File: src/rtl/reward_placement_manager.sv
// Places generator reward requests on free tile-map cells, publishes them to the renderer,
// detects player pickup and runs one effect timer per reward type.
module reward_placement_manager #(
  parameter int GRID_W       = 20,
  parameter int GRID_H       = 15,
  parameter int MAX_TRIES    = 8,
  parameter int EFFECT_TICKS = 40
) (
  input  logic       clk,
  input  logic       rst,
  input  logic       tick_4hz,
  input  logic       set_require,
  input  logic [2:0] reward_type,
  input  logic [4:0] random_xpos,
  input  logic [4:0] random_ypos,
  input  logic [4:0] player_xpos,
  input  logic [4:0] player_ypos,
  output logic [8:0] map_rd_addr,
  input  logic       map_rd_data,
  output logic       set_finish,
  output logic       reward_valid,
  output logic [4:0] reward_x,
  output logic [4:0] reward_y,
  output logic [2:0] reward_kind,
  output logic       pickup_pulse,
  output logic [2:0] pickup_type,
  output logic [3:0] effect_active
);

  localparam int TRY_W = $clog2(MAX_TRIES + 1);

  if (GRID_W * GRID_H > 512) begin : g_grid_check
    $error("grid does not fit the 9-bit map address");
  end

  typedef enum logic [2:0] {IDLE, PROBE, CHECK, PLACED, DONE} state_t;

  state_t           state;
  logic [4:0]       req_x;
  logic [4:0]       req_y;
  logic [2:0]       req_kind;
  logic [TRY_W-1:0] tries;
  logic [5:0]       timer [4];
  logic [3:0]       reload;
  logic             player_hit;
  logic             type_ok;

  function automatic logic [5:0] sat_dec(input logic [5:0] t);
    return (t == 6'd0) ? 6'd0 : t - 6'd1;
  endfunction

  assign player_hit = (player_xpos == reward_x) && (player_ypos == reward_y);
  assign type_ok    = (reward_type >= 3'd1) && (reward_type <= 3'd4);

  always_comb begin
    reload = 4'b0000;
    if (state == PLACED && player_hit) begin
      case (reward_kind)
        3'd1:    reload = 4'b0001;
        3'd2:    reload = 4'b0010;
        3'd3:    reload = 4'b0100;
        3'd4:    reload = 4'b1000;
        default: reload = 4'b0000;
      endcase
    end
  end

  always_ff @(posedge clk) begin
    if (rst) begin
      state        <= IDLE;
      req_x        <= '0;
      req_y        <= '0;
      req_kind     <= '0;
      tries        <= '0;
      map_rd_addr  <= '0;
      set_finish   <= 1'b0;
      reward_valid <= 1'b0;
      reward_x     <= '0;
      reward_y     <= '0;
      reward_kind  <= '0;
      pickup_pulse <= 1'b0;
      pickup_type  <= '0;
    end else begin
      pickup_pulse <= 1'b0;
      case (state)
        IDLE: begin
          if (set_require) begin
            if (type_ok) begin
              req_x    <= random_xpos;
              req_y    <= random_ypos;
              req_kind <= reward_type;
              tries    <= '0;
              state    <= PROBE;
            end else begin
              set_finish <= 1'b1;
              state      <= DONE;
            end
          end
        end
        PROBE: begin
          if (!set_require) begin
            state <= IDLE;
          end else begin
            map_rd_addr <= 9'(32'(req_y) * GRID_W + 32'(req_x));
            state       <= CHECK;
          end
        end
        CHECK: begin
          if (!set_require) begin
            state <= IDLE;
          end else if (!map_rd_data) begin
            reward_valid <= 1'b1;
            reward_x     <= req_x;
            reward_y     <= req_y;
            reward_kind  <= req_kind;
            state        <= PLACED;
          end else begin
            // Blocked cell: slide right along the row, wrapping to column 0
            req_x <= (req_x == 5'(GRID_W - 1)) ? 5'd0 : req_x + 5'd1;
            tries <= tries + TRY_W'(1);
            if (32'(tries) + 1 == MAX_TRIES) begin
              set_finish <= 1'b1;
              state      <= DONE;
            end else begin
              state <= PROBE;
            end
          end
        end
        PLACED: begin
          // Pickup takes priority over a simultaneous upstream timeout
          if (player_hit) begin
            pickup_pulse <= 1'b1;
            pickup_type  <= reward_kind;
            reward_valid <= 1'b0;
            set_finish   <= 1'b1;
            state        <= DONE;
          end else if (!set_require) begin
            reward_valid <= 1'b0;
            state        <= IDLE;
          end
        end
        DONE: begin
          if (!set_require) begin
            set_finish <= 1'b0;
            state      <= IDLE;
          end
        end
        default: state <= IDLE;
      endcase
    end
  end

  always_ff @(posedge clk) begin
    for (int k = 0; k < 4; k++) begin
      if (rst) begin
        timer[k] <= 6'd0;
      end else if (reload[k]) begin
        timer[k] <= 6'(EFFECT_TICKS);
      end else if (tick_4hz) begin
        timer[k] <= sat_dec(timer[k]);
      end
    end
  end

  always_comb begin
    for (int k = 0; k < 4; k++) begin
      effect_active[k] = (timer[k] != 6'd0);
    end
  end

endmodule

File: config.mk
export PLATFORM = sky130hd
export DESIGN_NAME = reward_placement_manager
export DESIGN_NICKNAME = d
export VERILOG_FILES = /design/src/rtl/reward_placement_manager.sv
export SDC_FILE = /design/constraint.sdc
export NUM_CORES = 1
export LEC_CHECK = 0
export ABC_AREA = 1
export CORE_MARGIN = 1
export CORE_UTILIZATION = 40
export DETAILED_ROUTE_END_ITERATION = 6
export PLACE_DENSITY = 0.7
export SLEW_MARGIN = 20
export SYNTH_ARGS = -nofsm -noshare
export SYNTH_HDL_FRONTEND = slang
export SYNTH_SLANG_ARGS = --single-unit
File: constraint.sdc
create_clock -name clk -period 2.3 [get_ports clk]
set_clock_uncertainty 0.15 [all_clocks]
set_input_delay 0.23 -clock clk [delete_from_list [all_inputs] [get_ports clk]]
set_output_delay 0.23 -clock clk [all_outputs]
set_load 0.05 [all_outputs]
==> flow_metrics.env <==
export IMPL_endpoint_kind="flip-flop"
export IMPL_initial_core_util_pct=41.52
export IMPL_io_pins=60
export IMPL_ir_worst_vdd_mv=0.3917
export IMPL_vias=3386
export IMPL_rows=35
export IMPL_synth_top_area_share_pct=24.81
export IMPL_cp_top_family="adder cells"
export IMPL_synth_seq_area_share_pct=43.42
export IMPL_clkTransAtPathRegs_ps=90
export IMPL_path_max_fanout=3
export IMPL_crit_type="flip-flop to flip-flop"
export IMPL_syn_instance_count=486
export IMPL_areaGrowthSynthToFinish_pct=25.91
export IMPL_synth_enable_flop_cells=24
export IMPL_ys_flop_type="dfxtp_1"
export IMPL_required_ps=2420
export IMPL_clock_sinks=72
export IMPL_setup_viol=0
export IMPL_post_route_min_period_ps=2187
export IMPL_netlist_area_mm2=0.003872
export IMPL_grt_pass1_wl_um=14970
export IMPL_grt_ovfl_total=0
export IMPL_seq_area_mm2=0.001682
export IMPL_status="complete, no violations"
export IMPL_path_cells="ha_1 -> ha_1 -> fa_1 -> xnor2_1 -> inv_1 -> nand3_1 -> a21oi_1 -> o21ai_1 -> nand2_1 -> inv_1"
export IMPL_slowest_delay_ps=380
export IMPL_tritoncts="built"
export IMPL_hold_viol_final=0
export IMPL_mostFrequentLayoutCells="nor2_1, nand2_1, inv_1, clkdlybuf4s50_1, dfxtp_1"
export IMPL_place_area_mm2=0.004644
export IMPL_synthArstFlopShare_pct=0
export IMPL_dp_hpwl_um=6931
export IMPL_final_net_count=603
export IMPL_critPathBufInv=2
export IMPL_slew_violations=0
export IMPL_yosysWarningCount=0
export IMPL_synth_cell_types=33
export IMPL_min_path_type="primary input to flip-flop"
export IMPL_postRouteAntennaNets=0
export IMPL_grt_max_degree=22
export IMPL_rsz0062_at_grt="false"
export IMPL_drive_gt1_share_pct=9.786
export IMPL_yosys_top_cells_area="dfxtp_1, edfxtp_1, nor2_1, nand2_1, o21ai_0"
export IMPL_syn_num_nets=532
export IMPL_htreeDepth=3
export IMPL_antenna_cells=0
export IMPL_syn_avg_cell_area_um2=7.968
export IMPL_core_area_mm2=0.009328
export IMPL_ctsLongestPathBuffers=2
export IMPL_cts_root_buf="clkbuf_8"
export IMPL_worst_ep_arrival_time_ps=2300
export IMPL_cap_viol_max_count=0
export IMPL_p_leak_nw=2.147
export IMPL_synth_seq_cells=72
export IMPL_routed_wirelength_um=9032
export IMPL_start_kind="flip-flop"
export IMPL_via_per_inst=4.900
export IMPL_remaining_drc_errors=0
export IMPL_io_buffers=59
export IMPL_powerDensity_mw_per_mm2=680.0
export IMPL_fin_setup_tns_ps=0
export IMPL_die_area_mm2=0.01008
export IMPL_tightest_slew_ps=529.6
export IMPL_period_share_pct=95.10
export IMPL_cts_setup_buffers=0
export IMPL_hold_buffers=0
export IMPL_dr_pass1_iters=4
export IMPL_max_clock_freq_mhz=457.2
export IMPL_grt_pass1_vias=3295
export IMPL_finalPower_mw=3.316
export IMPL_die_w_um=100.4
export IMPL_antenna_found_initial=0
export IMPL_synth_area_leader_cell="dfxtp_1"
export IMPL_numCtsBuffers=9
export IMPL_final_area_mm2=0.004876
export IMPL_drt_iter0_markers=78
export IMPL_die_h_um=100.4
export IMPL_place_gp_congestion=0.8750
export IMPL_grt_usage_pct=19.13
export IMPL_fillers=901
export IMPL_clock_latency_ps=360
export IMPL_crit_slowest_cell="fa_1"
export IMPL_multi_input_area_mm2=0.001891
export IMPL_layout_commonest_cell="nor2_1"
export IMPL_hold_ws_ps=289.2
export IMPL_max_slew_margin_rel_pct=64.59
export IMPL_routedWlPerCell_um=13.07
==> flip-flops by register name, summed over array words and instances, names as in the netlist <==
| register | flops |
|---|---|
| set_finish | 1 |
| reward_y | 5 |
| reward_x | 5 |
| reward_valid | 1 |
| req_x | 5 |
| state | 3 |
| map_rd_addr | 9 |
| pickup_type | 3 |
| req_y | 5 |
| tries | 4 |
| reward_kind | 3 |
| timer | 24 |
| req_kind | 3 |
| pickup_pulse | 1 |
==> layout make-up <==
type	count	area share (%)
Timing Repair Buffer	70	13.68
Multi-Input combinational cell	340	38.77
Sequential cell	72	34.49
Clock inverter	3	0.9238
Clock buffer	13	3.900
Inverter	64	4.927
Tap cell	129	3.310
==> final timing paths <==
kind              slack, ps                      from                           to  cells past startpoint
setup / recovery        110     req_y[1]$_SDFFE_PP0P_  map_rd_addr[8]$_SDFFE_PP0P_                     10
hold / removal          290            random_xpos[2]        req_x[2]$_SDFFE_PP0P_                      3
setup reg to reg        110     req_y[1]$_SDFFE_PP0P_  map_rd_addr[8]$_SDFFE_PP0P_                     10
hold reg to reg         350  reward_x[0]$_SDFFE_PP0P_     reward_x[0]$_SDFFE_PP0P_                      2
==> cells by family (layout without fill, tap and decap cells) <==
logic type	Yosys count	after routing	share of synthesized area [%]
and+or+nand+nor	212	212	24.85
buffers and inverters	74	150	7.754
AOI/OAI and AO/OA	82	82	11.44
DFF	72	72	43.42
adders and majority gates	18	18	6.204
xor gates and xnor gates	28	28	6.333
==> power by group <==
| group | switching, mW | internal [mW] |
|---|---|---|
| Combinational | 0.408 | 0.266 |
| Sequential | 0.0883 | 1.42 |
| Clock | 0.479 | 0.656 |
| Total | 0.975 | 2.34 |
==> cells in the mapped netlist, types with 3 or more instances <==
library cell,count
o211a_1,3
nand3b_1,3
xor2_1,13
nor3_1,9
o21ai_0,46
inv_1,56
ha_1,16
dfxtp_1,48
xnor2_1,15
nand2_1,64
edfxtp_1,24
nor2_1,82
inv_2,8
nor2_4,3
a31oi_1,3
clkbuf_1,5
nand4_1,5
nand2_2,7
nand3_1,31
a21oi_1,25
==> metal layers <==
layer,GRT usage (%),routed length [um],vias to the layer above
li1,-,-,1732
met1,21.99,3997,1569
met2,33.56,4420,69
met3,4.875,387,16
met4,8.361,226,0
met5,0,0,-
==> worst min-delay path: stages <==
cell,delay (ps)
clkdlybuf4s50_1,390
nand2_1,60
a21oi_1,60
==> stage by stage <==
stage	instances	setup WS [ps]	utilization (%)
after floorplan	486	160.3	-
after detailed placement	675	0.7194	49.79
after global routing	691	12.87	52.27
after CTS	691	110.9	52.27
final	691	112.6	52.27
after global placement	675	32.94	49.79
==> timing repair <==
action,in CTS,in global routing
endpoints found under the setup margin,3,1
gates resized for setup,3,1
gates cloned,0,0
Power figures use the tool's default switching activity.
